`src/rtl/row_pack_8x_pkg.sv`:
```
// Shared constants for the 8x8 block front end (row packer and transpose stage).
// Block geometry, counter width and default pixel width live here so both
// stages agree on them.
package row_pack_8x_pkg;

    localparam int PIX_PER_ROW  = 8;
    localparam int ROWS_PER_BLK = 8;
    localparam int CNT_W        = 3;
    localparam int BW_DEFAULT   = 8;

    typedef logic [CNT_W-1:0] cnt_t;

    localparam cnt_t LAST_PIX = cnt_t'(PIX_PER_ROW - 1);
    localparam cnt_t LAST_ROW = cnt_t'(ROWS_PER_BLK - 1);

endpackage

```
`src/rtl/row_pack_8x.sv`:
```
// row_pack_8x: collects a raster stream of pixels into packed 8-pixel rows for
// the downstream transpose stage. Pixel 0 of a row lands in the MSB slice of
// o_data. o_en pulses one cycle after the 8th pixel of each row, o_eob marks
// the last row of an 8x8 block, o_err flags a start-of-frame that arrived
// mid-block (the partial block is dropped and the sof pixel starts a new one).
//
// Build option: define ROW_PACK_LEVEL_SHIFT_EN to level-shift every pixel by
// -2^(BW-1) (unsigned -> two's complement, i.e. MSB inverted) before packing.
// Latency is the same with or without the option.
module row_pack_8x
    import row_pack_8x_pkg::*;
#(
    parameter int BW = BW_DEFAULT
) (
    input  logic                      i_clk,
    input  logic                      i_Reset,
    input  logic [BW-1:0]             i_pixel,
    input  logic                      i_valid,
    input  logic                      i_sof,
    output logic [PIX_PER_ROW*BW-1:0] o_data,
    output logic                      o_en,
    output logic                      o_eob,
    output logic                      o_err
);

    localparam int            HOLD_W   = (PIX_PER_ROW - 1) * BW;
    localparam logic [BW-1:0] MSB_MASK = BW'(1) << (BW - 1);

    // Optional level shift; subtracting 2^(BW-1) modulo 2^BW only flips the MSB.
    function automatic logic [BW-1:0] level_shift(input logic [BW-1:0] pix);
`ifdef ROW_PACK_LEVEL_SHIFT_EN
        return pix ^ MSB_MASK;
`else
        return pix;
`endif
    endfunction

    cnt_t                pix_cnt;
    cnt_t                row_cnt;
    logic [HOLD_W-1:0]   hold_p0;
    logic [BW-1:0]       pix_p0;
    logic                resync;
    logic                row_done;
    logic                last_row;

    // Stage 0: incoming pixel, framing decisions for this edge
    always_comb begin
        pix_p0   = level_shift(i_pixel);
        resync   = i_valid && i_sof && ((pix_cnt != '0) || (row_cnt != '0));
        row_done = i_valid && !resync && (pix_cnt == LAST_PIX);
        last_row = (row_cnt == LAST_ROW);
    end

    // Pixel and row counters; a mid-block sof restarts at pixel 1 of row 0
    always_ff @(posedge i_clk or negedge i_Reset) begin
        if (!i_Reset) begin
            pix_cnt <= '0;
            row_cnt <= '0;
        end else if (resync) begin
            pix_cnt <= cnt_t'(1);
            row_cnt <= '0;
        end else if (i_valid) begin
            pix_cnt <= pix_cnt + cnt_t'(1);
            if (pix_cnt == LAST_PIX) begin
                row_cnt <= row_cnt + cnt_t'(1);
            end
        end
    end

    // Holding shift register for the first seven pixels of the current row;
    // stale pixels of a finished row shift out as the next row fills it
    always_ff @(posedge i_clk or negedge i_Reset) begin
        if (!i_Reset) begin
            hold_p0 <= '0;
        end else if (resync) begin
            hold_p0 <= HOLD_W'(pix_p0);
        end else if (i_valid) begin
            hold_p0 <= {hold_p0[HOLD_W-BW-1:0], pix_p0};
        end
    end

    // Stage 1: registered row output and status pulses; o_data holds between rows
    always_ff @(posedge i_clk or negedge i_Reset) begin
        if (!i_Reset) begin
            o_data <= '0;
            o_en   <= 1'b0;
            o_eob  <= 1'b0;
            o_err  <= 1'b0;
        end else begin
            o_en  <= row_done;
            o_eob <= row_done && last_row;
            o_err <= resync;
            if (row_done) begin
                o_data <= {hold_p0, pix_p0};
            end
        end
    end

endmodule

```
`config.mk`:
```
export PLATFORM = sky130hd
export DESIGN_NAME = row_pack_8x
export DESIGN_NICKNAME = d
export VERILOG_FILES = /design/src/rtl/row_pack_8x_pkg.sv /design/src/rtl/row_pack_8x.sv
export SDC_FILE = /design/constraint.sdc
export NUM_CORES = 1
export LEC_CHECK = 0
export ABC_CLOCK_PERIOD_IN_PS = 2000
export BUFFER_PORTS_ARGS = -buffer_cell sky130_fd_sc_hd__buf_2
export CAP_MARGIN = 20
export CORE_MARGIN = 4
export CORE_UTILIZATION = 39
export CTS_BUF_LIST = sky130_fd_sc_hd__clkbuf_8 sky130_fd_sc_hd__clkbuf_16
export DETAILED_ROUTE_END_ITERATION = 12
export PLACE_DENSITY = 0.64
export REMOVE_ABC_BUFFERS = 1
export SETUP_SLACK_MARGIN = 0.1
export SLEW_MARGIN = 40
export SYNTH_ARGS = -nofsm -noshare
export SYNTH_HDL_FRONTEND = slang
export SYNTH_SLANG_ARGS = --single-unit
```
`constraint.sdc`:
```
create_clock -name i_clk -period 2 [get_ports i_clk]
set_clock_uncertainty 0.15 [all_clocks]
set_input_delay 0.2 -clock i_clk [delete_from_list [all_inputs] [get_ports i_clk]]
set_output_delay 0.2 -clock i_clk [all_outputs]
set_load 0.02 [all_outputs]
```
# Yosys cells after proc, flatten, opt, wreduce, memory -nomap -nowiden
# Cells that the tools add are included.
# Widths: inputs -> output; s select.
# op_classes
n_eq_ne	2
add_sub_neg	2
muxes	7
reduce_logical	12
# op_table
op	n
$mux 56	2
$mux 3	5
$add 3x1->3 const B	2
$eq 3x3->1 const B	2
$reduce_bool 3->1	2
$logic_and 1x1->1	5
$reduce_bool 2->1	2
$reduce_and 2->1	1
$logic_not 1->1	1
$logic_or 1x1->1	1
# totals
in_bits	12
wordCells	30
register_bits	129
output_inout_bits	67

# Longest topological paths before layout
# depth
ltp_word	7
mapped_depth	7

# Worst setup path after synthesis
# No wires, ideal clock.
# synth_path
path_type	reg-to-reg
from	register pix_cnt[0]
to	register o_data[36]
path_stages_with_launch	8
path_buffers	2
t_required_ps	1723
path_slack_ps	152
arrival_ps	1571
path_cell_list	dfrtp_1 inv_1 ha_1 nand4bb_4 a21oi_4 buf_6 buf_6 mux2_1
# synth_between
elab_chain_cells	6
elab_cells_between_ends	7
classes_between	1 x eq/ne; 6 x reduce/logical
# synth_rtl
item	line	rtl
start: declaration	row_pack_8x.sv:38	cnt_t pix_cnt;
start signal: assignment	row_pack_8x.sv:60	pix_cnt <= cnt_t'(1);
start signal: assignment	row_pack_8x.sv:63	pix_cnt <= pix_cnt + cnt_t'(1);
$reduce_bool 3->1	row_pack_8x.sv:49	resync = i_valid && i_sof && ((pix_cnt != '0) || (row_cnt != '0));
$logic_or 1x1->1	row_pack_8x.sv:49	
$logic_and 1x1->1	row_pack_8x.sv:49	
$logic_not 1->1	row_pack_8x.sv:50	row_done = i_valid && !resync && (pix_cnt == LAST_PIX);
$logic_and 1x1->1	row_pack_8x.sv:50	
$logic_and 1x1->1 (*)	row_pack_8x.sv:50	
end signal: assignment	row_pack_8x.sv:94	o_data <= {hold_p0, pix_p0};
end: declaration	row_pack_8x.sv:20	output logic [PIX_PER_ROW*BW-1:0] o_data,
# Mark *: on every way between the ends. The rest lies on a longest branch, timed or not.
# A chain may end at the register's enable or synchronous reset.

# Worst setup path after layout
# layout_path
from	register row_cnt[0]
to	register o_data[34]
# layout_between
elab_chain_cells	6
# layout_rtl
item	line	rtl
start: declaration	row_pack_8x.sv:39	cnt_t row_cnt;
start signal: assignment	row_pack_8x.sv:65	row_cnt <= row_cnt + cnt_t'(1);
$reduce_bool 3->1	row_pack_8x.sv:49	
$logic_or 1x1->1	row_pack_8x.sv:49	
$logic_and 1x1->1	row_pack_8x.sv:49	
$logic_not 1->1	row_pack_8x.sv:50	
$logic_and 1x1->1 (2 in series)	row_pack_8x.sv:50	
# Every way passes these cells.

==> impl_results.md <==
* Status: complete, no violations
* Post-route ant nets at 0
* Placeable Area at 12700 um2
* Die area at 14900 um2
* Vias in the first global route at 3295
* Inserted Clock Buffers at 17
* Worst setup SP type: register
* HPWL after detailed placement at 5820 um
* I/O Pins at 79
* Ys Warns at 0
* Layout cells sized above 1 at 38.5%
* Switch share at 28.5%
* H-tree depth at 4
* CP max stage delay at 0.38 ns
* Die W at 122 um
* Register-to-Register Path Depth at 7
* Mapped Cells at 403
* Worst-path clk slew at 0.05 ns
* Mapped Area at 5090 um2
* Max-slew headroom at 68.5%
* Seq/Total Area, Yosys at 63.4%
* Worst-skew pair later-pin latency at 0.41 ns
* Antenna violations before repair at 0
* Max-cap violations at 0
* Share of power burned in registers at 39.7%
* Critical Path Sink Type: register
* Leakage Power at 3.32 nW
* Minimum clock period at 1.92 ns
* Peak supply drop at 0.734 mV
* Final setup viols at 0
* Cell Chain, Critical Path: inv_1 > ha_4 > nand4bb_4 > a21oi_4 > buf_6 > buf_12 > mux2_2
* Crit path buf inv count at 3
* Largest net degree at the start of global routing at 117
* Root Driver: clkbuf_16
* Grt met1 use at 19.2%
* Clk sink count at 129
* Int Pwr at 0.00619 W
* Global route hottest layer: met2
* Layout area overhead at 32.8%
* 1st-iter DRT viols at 140
* Clock Tree Buf Depth at 2
* Diode count at 0
* Slowest-stage cell, CP: dfrtp_1
* IO buf count at 78
* Grt total ovfl at 0
* Area share of the largest cell type after synthesis at 63.4%
* Placed Instance Area at 5710 um2
* Routed length per placed instance at 14.8 um
* Vias/cell at 4.62
* Synth area leader: dfrtp_1
* Final Max Slew Viols at 0
* Pwr dens at 1280 nW/um2
* Slew @ Worst Pin at 0.472 ns
* GR Util met3 at 5.44%
* Kind of critical path: reg2reg
* Share of total power in combinational logic at 23.3%
* Vias at 3172
* Post-route setup TNS at 0 ns
* Post-Route WL at 10100 um
* CP Depth at 7
* Avg Inst Size Synth at 12.6 um2
* Synth area leaders: dfrtp_1 63%, mux2_2 10%, o22ai_1 6.1%, mux2_1 6.0%, inv_1 3.9%
* Crit share post-route at 96.1%
* FF+latch count, synth at 129
* Worst Hold Path EP: pix_cnt[0]
* CP required at 2.14 ns
* First-pass GRT wire length at 16400 um
* Row cnt at 41
* R2r setup slk at 0.08 ns
* First-pass DRT Iterations at 4
* Initial core utilization at 40.0%
* CP startpoint: row_cnt[0]
* Final Hold Vio Count at 0
* TritonCTS clock tree: yes
* RD Place Congestion at 0.733
* Post-route DRC at 0
* Final instance area at 6760 um2
* CP arrival at 2.06 ns
* Power share of the clock group at 36.9%
* Critical hold path startpoint: i_sof
* FMAX at 520 MHz
* Die Y at 122 um
* CP top delay family: buffers and inverters
* Layout Nets at 519
* Post-Route Utilization at 53.1%
* NetSw at 0.00247 W
* Met2 Track Usage GR at 20.5%
* Worst R2R End: o_data[34]
* Hold path depth at 3
* RSZ-0062 raised after global routing: yes
* Hold WC Path Type: in2reg
* R2R Path Start: row_cnt[0]
* CP Max Fanout at 8
* Total track usage at 14.1%
* Synth cell types at 22
[worst reg2reg max path: stages (launching register included)]
cell and delay, ns:
dfrtp_1 0.38, inv_1 0.10, ha_4 0.15, nand4bb_4 0.14, a21oi_4 0.22, buf_6 0.18
buf_12 0.15, mux2_2 0.34
[state kept, by name, summed over array words and instances, names as in the netlist]
register and cells:
hold_p0 56, row_cnt 3, o_en 1, o_data 64, pix_cnt 3, o_eob 1
o_err 1
[worst max-delay path by stage]
stage          slack (ns)          to
2_1_floorplan       -0.63   o_data[0]
3_3_place_gp         0.06  o_data[63]
3_5_place_dp       -0.004  o_data[63]
4_1_cts              0.04  o_data[10]
5_1_grt              0.01   o_data[1]
6_report             0.08  o_data[34]
[routing by layer]
| metal | wire [um] | vias to the layer above |
|---|---|---|
| met4 | 136 | 0 |
| met1 | 4860 | 1539 |
| met5 | 0 | - |
| li1 | - | 1549 |
| met3 | 585 | 15 |
| met2 | 4540 | 69 |
[per-stage QoR]
step	instances	setup WS, ns	total power (W)	hold WS, ns
2_1_floorplan	377	-0.631	0.00453	-0.246
3_3_place_gp	636	0.0640	0.00520	-0.00673
3_5_place_dp	636	-0.00386	0.00526	-0.000441
4_1_cts	682	0.0447	0.00857	0.00486
5_1_grt	686	0.0147	0.00908	0.0329
6_report	686	0.0778	0.00866	0.0222
[repair_timing]
action	CTS	global route
buffers inserted	3	1
pin swaps	1	4
hold buffers	9	0
endpoints found under the hold margin	145	0
setup endpoints to repair	64	64
resized for setup	9	45
gates cloned	2	3
[layout make-up]
cell class | count | area [um2]
well taps | 172 | 215
clock inverters | 13 | 168
repair buffers | 105 | 802
fillers | 1144 | 5960
flip-flops and latches | 129 | 3230
multi-input cells | 195 | 1700
inverters | 53 | 199
clock buffers | 19 | 453
[power by group through the flow]
stage	sequential [W]	clock, W	combinational (W)
floorplan	0.00384	0	0.000688
global placement	0.00344	0	0.00176
CTS	0.00343	0.00327	0.00188
global route	0.00351	0.00338	0.00219
detailed placement	0.00347	0	0.00179
finish	0.00344	0.00320	0.00202
[logic make-up (layout without fill, tap and decap cells)]
| kind of cell | after synthesis | in the layout | share of synthesized area, % |
|---|---|---|---|
| AO/OA/AOI/OAI | 57 | 57 | 7.13 |
| adder cells (fa/ha/maj) | 6 | 6 | 1.47 |
| buffers and inverters | 79 | 190 | 6.81 |
| flip-flops | 129 | 129 | 63.4 |
| multiplexers | 72 | 72 | 15.9 |
| AND/OR/NAND/NOR | 60 | 60 | 5.24 |
[cell usage in the layout (no fill, tap or decap), drive strengths merged, types with 4 or more instances in the layout]
| cell type | Yosys | routed |
|---|---|---|
| buf | 19 | 94 |
| nand2 | 51 | 51 |
| dlygate4sd3 | 0 | 9 |
| clkinv | 0 | 5 |
| inv | 53 | 55 |
| ha | 6 | 6 |
| o22ai | 50 | 50 |
| a21oi | 5 | 5 |
| clkbuf | 7 | 21 |
| dfrtp | 129 | 129 |
| mux2 | 72 | 72 |
| bufinv | 0 | 4 |
[Yosys cell counts, drive strengths merged]
cell     count
inv         53
buf         19
nor2         1
a22o         1
nand4bb      1
and3b        1
and3         2
ha           6
o21ai        1
a21oi        5
nor3         2
mux2        72
nand2       51
clkbuf       7
and2         2
o22ai       50
dfrtp      129
Note: power is estimated with default switching activity, not from simulation.
